--- config.mk ---
export PLATFORM = sky130hd
export DESIGN_NAME = filter_output_decimator
export DESIGN_NICKNAME = d
export VERILOG_FILES = /design/src/rtl/filter_output_decimator_pkg.sv /design/src/rtl/filter_result_fifo.sv /design/src/rtl/filter_output_decimator.sv
export SDC_FILE = /design/constraint.sdc
export NUM_CORES = 1
export LEC_CHECK = 0
export CAP_MARGIN = 5
export CORE_MARGIN = 5
export CORE_UTILIZATION = 51
export CTS_CLUSTER_SIZE = 12
export DETAILED_ROUTE_END_ITERATION = 8
export GPL_TIMING_DRIVEN = 0
export HOLD_SLACK_MARGIN = 0.02
export MAX_ROUTING_LAYER = met4
export PLACE_DENSITY = 0.76
export SETUP_SLACK_MARGIN = 0.05
export SYNTH_ARGS = -nofsm -noshare
export SYNTH_HDL_FRONTEND = slang
export SYNTH_HIERARCHICAL = 1
export SYNTH_SLANG_ARGS = --single-unit
--- constraint.sdc ---
create_clock -name clk -period 2.45 [get_ports clk]
set_input_delay 0.6125 -clock clk [delete_from_list [all_inputs] [get_ports clk]]
set_output_delay 0.6125 -clock clk [all_outputs]
set_load 0.02 [all_outputs]
--- src/rtl/filter_output_decimator_pkg.sv ---
// Shared widths and defaults for the filter output path; the FIR core uses the same values.
package filter_output_decimator_pkg;
  localparam int SAMPLE_W           = 8;
  localparam int DEC_LOG2_DEFAULT   = 2;
  localparam int DROP_CNT_W         = 8;
  localparam int FIFO_DEPTH_DEFAULT = 4;
endpackage

--- src/rtl/filter_result_fifo.sv ---
// Synchronous result FIFO. A push while full is taken only if a pop happens on the same edge.
module filter_result_fifo #(
  parameter int W     = 8,
  parameter int DEPTH = 4
) (
  input  logic         clk,
  input  logic         reset,
  input  logic         push,
  input  logic [W-1:0] push_data,
  input  logic         pop,
  output logic         full,
  output logic         empty,
  output logic [W-1:0] head
);
  localparam int AW = $clog2(DEPTH);

  logic [W-1:0]  mem [DEPTH];
  logic [AW-1:0] wr_ptr;
  logic [AW-1:0] rd_ptr;
  logic [AW:0]   count;
  logic          do_push;
  logic          do_pop;

  assign full    = (count == (AW+1)'(DEPTH));
  assign empty   = (count == '0);
  assign do_pop  = pop && !empty;
  assign do_push = push && (!full || do_pop);
  assign head    = empty ? '0 : mem[rd_ptr];

  always_ff @(posedge clk) begin
    if (do_push) mem[wr_ptr] <= push_data;
  end

  // Pointers wrap on their own because DEPTH is a power of two.
  always_ff @(posedge clk) begin
    if (reset) begin
      wr_ptr <= '0;
      rd_ptr <= '0;
      count  <= '0;
    end else begin
      if (do_push) wr_ptr <= wr_ptr + AW'(1);
      if (do_pop)  rd_ptr <= rd_ptr + AW'(1);
      case ({do_push, do_pop})
        2'b10:   count <= count + (AW+1)'(1);
        2'b01:   count <= count - (AW+1)'(1);
        default: count <= count;
      endcase
    end
  end
endmodule

--- src/rtl/filter_output_decimator.sv ---
// Block-averages every 2**LOG2_DEC filter samples and queues the averages for the output logic.
// Output handshake: out_data is transferred on any edge where out_valid && out_ready; out_valid never depends on out_ready.
module filter_output_decimator
  import filter_output_decimator_pkg::*;
#(
  parameter int DATA_W     = SAMPLE_W,
  parameter int LOG2_DEC   = DEC_LOG2_DEFAULT,
  parameter int FIFO_DEPTH = FIFO_DEPTH_DEFAULT
) (
  input  logic                  clk,
  input  logic                  reset,
  input  logic                  in_valid,
  input  logic [DATA_W-1:0]     in_data,
  input  logic                  clear,
  output logic                  out_valid,
  output logic [DATA_W-1:0]     out_data,
  input  logic                  out_ready,
  output logic                  overflow,
  output logic [DROP_CNT_W-1:0] drop_cnt
);
  localparam int ACC_W    = DATA_W + LOG2_DEC;
  localparam int WIN_LAST = (1 << LOG2_DEC) - 1;

  logic [ACC_W-1:0]    acc;
  logic [ACC_W-1:0]    acc_next;
  logic [LOG2_DEC-1:0] win_cnt;
  logic [DATA_W-1:0]   result;
  logic                accept;
  logic                close;
  logic                pop;
  logic                full;
  logic                empty;
  logic                drop;

  assign accept   = in_valid && !clear;
  assign close    = accept && (win_cnt == LOG2_DEC'(WIN_LAST));
  assign acc_next = acc + ACC_W'(in_data);
  // Truncating divide; the extra LOG2_DEC bits keep a full window of max samples exact.
  assign result   = DATA_W'(acc_next >> LOG2_DEC);
  assign out_valid = !empty;
  assign pop      = out_valid && out_ready;
  assign drop     = close && full && !pop;

  always_ff @(posedge clk) begin
    if (reset) begin
      acc     <= '0;
      win_cnt <= '0;
    end else if (clear || close) begin
      acc     <= '0;
      win_cnt <= '0;
    end else if (accept) begin
      acc     <= acc_next;
      win_cnt <= win_cnt + LOG2_DEC'(1);
    end
  end

  always_ff @(posedge clk) begin
    if (reset) begin
      overflow <= 1'b0;
      drop_cnt <= '0;
    end else if (drop) begin
      overflow <= 1'b1;
      if (drop_cnt != '1) drop_cnt <= drop_cnt + DROP_CNT_W'(1);
    end
  end

  filter_result_fifo #(
    .W     (DATA_W),
    .DEPTH (FIFO_DEPTH)
  ) u_fifo (
    .clk       (clk),
    .reset     (reset),
    .push      (close),
    .push_data (result),
    .pop       (pop),
    .full      (full),
    .empty     (empty),
    .head      (out_data)
  );
endmodule

Word level (Yosys, flattened, before mapping)
Memory sizes are Yosys's and may differ from the RTL's. A register that Yosys moved wholly into a read port is not among the register bits.
Cells that the tools add are included.
Widths: inputs -> output; s select.
- multiplexer cells: 6
- $add $sub $neg: 7
- reductions and logical operators: 17
- equality and inequality tests: 5
- operators with widths (kind ; number):
    $add 10x8->10 ; 1
    $add 8x1->8 const B ; 1
    $mux 8 ; 1
    $ne 8x8->1 const B ; 1
    $logic_and 1x1->1 ; 7
    $add 2x1->2 const B ; 3
    $pmux 3 s2 ; 1
    $eq 2x2->1 const B ; 2
    $logic_not 1->1 ; 4
    $mux 2 ; 2
    $add 3x1->3 const B ; 1
    $eq 3x3->1 const B ; 1
    $logic_not 3->1 ; 1
    $sub 3x1->3 const B ; 1
    $eq 2x1->1 const B ; 1
    $logic_or 1x1->1 ; 2
    $mux 1 ; 2
    $reduce_and 2->1 ; 1
    $reduce_bool 2->1 ; 1
    $reduce_or 2->1 ; 1
- bits in writable memories: 32
- memories: 1
- logic and storage cells: 43
- input bits: 13
- bits in registers: 28
- output and inout bits: 18
- memories (name ; depth ; width ; read ports ; clocked after Yosys merged registers in ; write ports ; line ; RTL):
    u_fifo.mem ; 4 ; 8 ; 1 ; 1 ; 1 ; filter_result_fifo.sv:17 ; logic [W-1:0] mem [DEPTH];

Depth between registers and ports, before layout
- depth after elaboration: 8
- depth in mapped cells: 12

Hierarchy
The synthesis kept the hierarchy.
- by module, submodules not included (module ; seq. area each (µm²) ; area each (µm²) ; cells each ; instances):
    filter_result_fifo ; 1141.1 ; 1706.6 ; 105 ; 1
    filter_output_decimator ; 420.4 ; 1283.7 ; 156 ; 1

Worst setup path before layout
No wires, ideal clock.
- kind: input-to-reg
- start point: in in_valid
- end point: reg u_fifo.count[2]
- slack: -0.139 ns
- arrival: 2.518 ns
- data required time: 2.380 ns
- buffers on the path: 1
- cell stages on the path: 11
- path through: nor2b_1 -> clkbuf_1 -> and2_1 -> a21boi_2 -> inv_1 -> ha_1 -> inv_1 -> fa_1 -> xor2_1 -> or3_1 -> a21oi_1
- cells in the longest elaborated chain, start to end: 5
- elaborated cells between the ends (all ways): 7
- classes of those cells: 2 x eq/ne; 1 x mux; 4 x reduce/logical
- RTL lines (element ; line ; RTL):
    start, declared ; filter_output_decimator.sv:12 ; input logic in_valid,
    $logic_and 1x1->1 (*) ; filter_output_decimator.sv:35 ; assign accept = in_valid && !clear;
    $logic_and 1x1->1 (*) ; filter_output_decimator.sv:36 ; assign close = accept && (win_cnt == LOG2_DEC'(WIN_LAST));
    via close ; filter_output_decimator.sv:29 ; logic close;
    $logic_and 1x1->1 (*) ; filter_result_fifo.sv:27 ; assign do_push = push && (!full || do_pop);
    $eq 2x1->1 / $eq 2x2->1 (equally long branches) ; filter_result_fifo.sv:43 ; case ({do_push, do_pop})
    $pmux 3 s2 / $reduce_bool 2->1 (equally long branches) ; n/a ;
    end signal, assigned ; filter_result_fifo.sv:44 ; 2'b10: count <= count + (AW+1)'(1);
    end signal, assigned ; filter_result_fifo.sv:45 ; 2'b01: count <= count - (AW+1)'(1);
    end signal, assigned ; filter_result_fifo.sv:46 ; default: count <= count;
    end, declared ; filter_result_fifo.sv:20 ; logic [AW:0] count;
Mark *: on every way through the listed nets, which the timed path passes. The rest lies on a longest branch.
A chain may end at the register's enable or synchronous reset.

Worst setup path in the final report
- start point: in in_data[0]
- end point: mem u_fifo.mem[3][4] (data pin)
- cells in the longest elaborated chain, start to end: 1
- RTL lines (element ; line ; RTL):
    start, declared ; filter_output_decimator.sv:13 ; input logic [DATA_W-1:0] in_data,
    $add 10x8->10 ; filter_output_decimator.sv:37 ; assign acc_next = acc + ACC_W'(in_data);
    via acc_next[6] ; filter_output_decimator.sv:25 ; logic [ACC_W-1:0] acc_next;
    end, declared ; filter_result_fifo.sv:17 ;
The timed path passes the listed nets, and every way through them passes these cells.

==> qor.yml <==
detailed_routing:
  first_pass_iters: 4
  total_routed_length_um: 6218
  drt-vias-per-instance: 5.429
  drc: 0
  vias: 2128
  drt-initial-drc-count: 93
  wl_per_cell_um: 15.86
  ant_nets: 0
logic_synthesis:
  asr_flop_ratio_synth_pct: 0
  seq_area_frac_synth_pct: 52.22
  synthesis.area_sq_um: 2990
  postSynthCellCount: 261
  dominantRegCellSynth: "sky130_fd_sc_hd__edfxtp_1"
  synth.lib_cells_used.distinct: 44
  yosys_warnings: 6
  synth-edff-count: 32
  ys_ff_latch: 62
  syn-num-nets: 291
  syn_area_per_cell_sq_um: 11.46
clock_network:
  cts_max_path_buffers: 2
  clk_root_buffer_cell: "sky130_fd_sc_hd__clkbuf_8"
  worst_skew_pair.late_latency_ns: 0.34
  tritoncts: "yes"
  cts_htree_levels: 3
  tritoncts.num_buffers: 9
  cts_hold_repair.buffers: 0
  clock_sinks: 62
  clkTransAtPathRegs_ns: 0.07
timing:
  tightestPinTransition_ns: 0.6459
  layout_worst_path_cycle_share_pct: 98.39
  finalHoldViolations: 0
  timing.slew.headroom_pct: 56.68
  max_freq_mhz: 414.9
  grt_setup_unrepaired: "yes"
  slew_violations: 0
  timing.final.setup_violations: 0
  clock_skew_ns: 0.006975
  finalWorstPathRequiredPeriod_ns: 2.410
place:
  post_dp_cell_area_sq_um: 3413
  final_weighted_congestion_in_routability_driven_placement: 0.7997
  dp.final_hpwl_um: 3992
  numPortBuffers: 30
power_and_ir_drop:
  power.share.clock_pct: 47.1
  share_of_total_power_in_combinational_logic_pct: 5.7
  p_switching_uw: 500.7
  p_total_uw: 2337
  worst_vdd_ir_v: 0.0005149
  leakage_uw: 0.001440
  switching_share_pct: 21.42
  share_seq_of_total_power_pct: 47.1
  pd_cells_nw_per_um2: 598.4
  power.internal_uw: 1837
die:
  start_util_pct: 53.32
  die-width_um: 86.58
  rows: 27
  io-pin-count: 31
  core_area_sq_um: 5608
  fp.dieArea_sq_um: 7495
  die_h_um: 86.58
grt:
  grt_start_max_net_pins: 13
  grt_pass1_vias: 2198
  global_router_s_overall_resource_usage_pct: 18.15
  grt_pass1_wl_um: 10060
  gr-total-overflow: 0
  initial_antenna_violation_count: 0
cells_and_area:
  areaGrowthSynthToFinish_pct: 30.63
  insertedDiodeCount: 0
  final_nets: 345
  multi_input_area_sq_um: 1520
  stdcell_area_sq_um: 3906
  num-fill-cells: 427
  flip_flop_and_latch_area_sq_um: 1564
  final_util_pct: 69.66
  post_route_cells_drive_above_1_share_pct: 26.88
run_status:
  outcome: "complete, no violations"
run:
  drv_cap: 0
critical_path:
  critical_path_required_ns: 2.52
  timing.critical_path.slowest_stage_cell: "sky130_fd_sc_hd__clkdlybuf4s50_1"
  startpoint_class_of_the_critical_path: "input port"
  timing_worst_setup_path_type: "in2reg"
  cp.arrival_ns: 2.48
  critical_path_cell_by_cell: "clkdlybuf4s50_1, ha_4, inv_2, fa_2, nor2b_2, o31a_1, o21a_1, nor2_1, xnor2_2"
  worst_path_largest_cell_delay_ns: 0.53
  max_fo_critical_path: 4
  worst_path_buf_inv: 2
  critical-path-top-delay-family: "buffers and inverters"
  critical_path.endpoint_type: "flip-flop"
min_path:
  hold_path_class: "reg2reg"
==> cells in the mapped netlist (2+ instances only) <==
cell,instances,share of area (%)
sky130_fd_sc_hd__edfxtp_1,32,32
sky130_fd_sc_hd__dfxtp_1,30,20
sky130_fd_sc_hd__nand2_1,22,2.8
sky130_fd_sc_hd__nor2_1,22,2.8
sky130_fd_sc_hd__a21oi_1,16,2.7
sky130_fd_sc_hd__ha_1,15,6.3
sky130_fd_sc_hd__inv_1,12,1.5
sky130_fd_sc_hd__nor2b_1,11,2.3
sky130_fd_sc_hd__xor2_1,9,2.6
sky130_fd_sc_hd__mux4_2,8,6.0
sky130_fd_sc_hd__xnor2_1,8,2.3
sky130_fd_sc_hd__o21ai_0,7,1.2
sky130_fd_sc_hd__and2_1,6,1.3
sky130_fd_sc_hd__clkbuf_1,6,0.75
sky130_fd_sc_hd__nor3_1,4,0.67
sky130_fd_sc_hd__or3_1,4,0.84
sky130_fd_sc_hd__a211oi_1,3,0.75
sky130_fd_sc_hd__and3_1,3,0.63
sky130_fd_sc_hd__mux2i_1,3,1.0
sky130_fd_sc_hd__nand3_1,3,0.50
sky130_fd_sc_hd__nand4_1,3,0.63
sky130_fd_sc_hd__o211ai_1,3,0.75
sky130_fd_sc_hd__a21o_1,2,0.50
sky130_fd_sc_hd__a31oi_1,2,0.42
sky130_fd_sc_hd__and4_1,2,0.59
sky130_fd_sc_hd__fa_1,2,1.3
sky130_fd_sc_hd__nand2b_1,2,0.42
sky130_fd_sc_hd__nor4_1,2,0.42
sky130_fd_sc_hd__o21a_1,2,0.50
sky130_fd_sc_hd__o21ai_1,2,0.33
sky130_fd_sc_hd__or4_1,2,0.50
==> cell usage in the layout, fill, tap and decap left out, drive strengths merged, types with 3 or more instances in the layout <==
master         instances
nor3                   4
dfxtp                 30
ha                    15
o21ai                  9
clkdlybuf4s15          3
nor2b                 12
clkbuf                23
bufinv                 3
or3                    5
inv                   12
xnor2                  8
a21oi                 16
xor2                   9
edfxtp                32
and2                   6
a211oi                 3
o211ai                 3
and3                   3
buf                   15
nand4                  3
mux2i                  3
nand2b                 3
clkdlybuf4s50         19
nor2                  22
mux4                   8
nand2                 22
nand3                  3
==> worst paths after layout <==
check,from,endpoint,slack [ns],cells after the start
max,in_data[0],u_fifo/mem[3][4],0.04,9
min,acc[5],acc[5],0.47,2
max reg2reg,u_fifo/count[1],drop_cnt[7],0.15,8
min reg2reg,acc[5],acc[5],0.47,2
==> sequential cells by signal, indices dropped and copies added, names as in the netlist, named ones only <==
signal,flops
overflow,1
win_cnt,2
u_fifo/mem,32
u_fifo/wr_ptr,2
drop_cnt,8
u_fifo/rd_ptr,2
acc,10
u_fifo/count,3
==> tightest hold or removal path: stages (launching register included) <==
cell                      delay (ns)
sky130_fd_sc_hd__dfxtp_1        0.32
sky130_fd_sc_hd__nand2_1        0.05
sky130_fd_sc_hd__a21oi_1        0.05
==> routing by layer <==
layer / routed length (um) / global-route usage [%]
met1: 2757 / 21.78
met2: 3096 / 28.37
met3: 230 / 3.327
met4: 133 / 11.05
met5: 0 / -
==> logic make-up (layout without fill, tap and decap cells) <==
kind of cell	count (synthesis)	in the layout	share of synthesized area, %
compound gates	41	41	8.368
xor+xnor	17	17	4.979
fa+ha+maj	17	17	7.615
buf+inv	21	80	2.970
flops	62	62	52.22
mux	12	12	7.531
simple gates	91	91	16.32
==> area by class of cell <==
cell class	count	share of cell area (%)
Sequential cell	62	40.04
Multi-Input combinational cell	178	38.92
Timing Repair Buffer	43	9.737
Clock buffer	9	3.171
Clock inverter	7	3.139
Tap cell	72	2.306
Buffer	9	1.537
Inverter	12	1.153
==> metrics by stage <==
step / setup WS, ns / setup TNS [ns] / hold slack (ns) / instances
finish: 0.03955 / 0 / 0.4686 / 392
global route: 0.004294 / 0 / 0.4892 / 392
CTS: 0.004778 / 0 / 0.4654 / 381
detailed placement: -0.6662 / -21.20 / 0.4556 / 363
global placement: -0.6139 / -17.69 / 0.4427 / 363
floorplan: 0.04347 / 0 / 0.4356 / 261
==> what timing repair did <==
item,CTS,global route
cloned,0,0
endpoints found under the setup margin,58,30
pin swaps,1,8
resized for setup,29,33
setup buffers,2,11
==> power by group through the flow <==
stage | Combinational, uW | Sequential, uW | Clock (uW)
4_1_cts | 116 | 1100 | 1120
3_3_place_gp | 108 | 1120 | 0
3_5_place_dp | 111 | 1120 | 0
2_1_floorplan | 68.3 | 1120 | 0
5_1_grt | 148 | 1100 | 1180
6_report | 134 | 1100 | 1100
No activity file was read; power rests on OpenSTA's default activity.
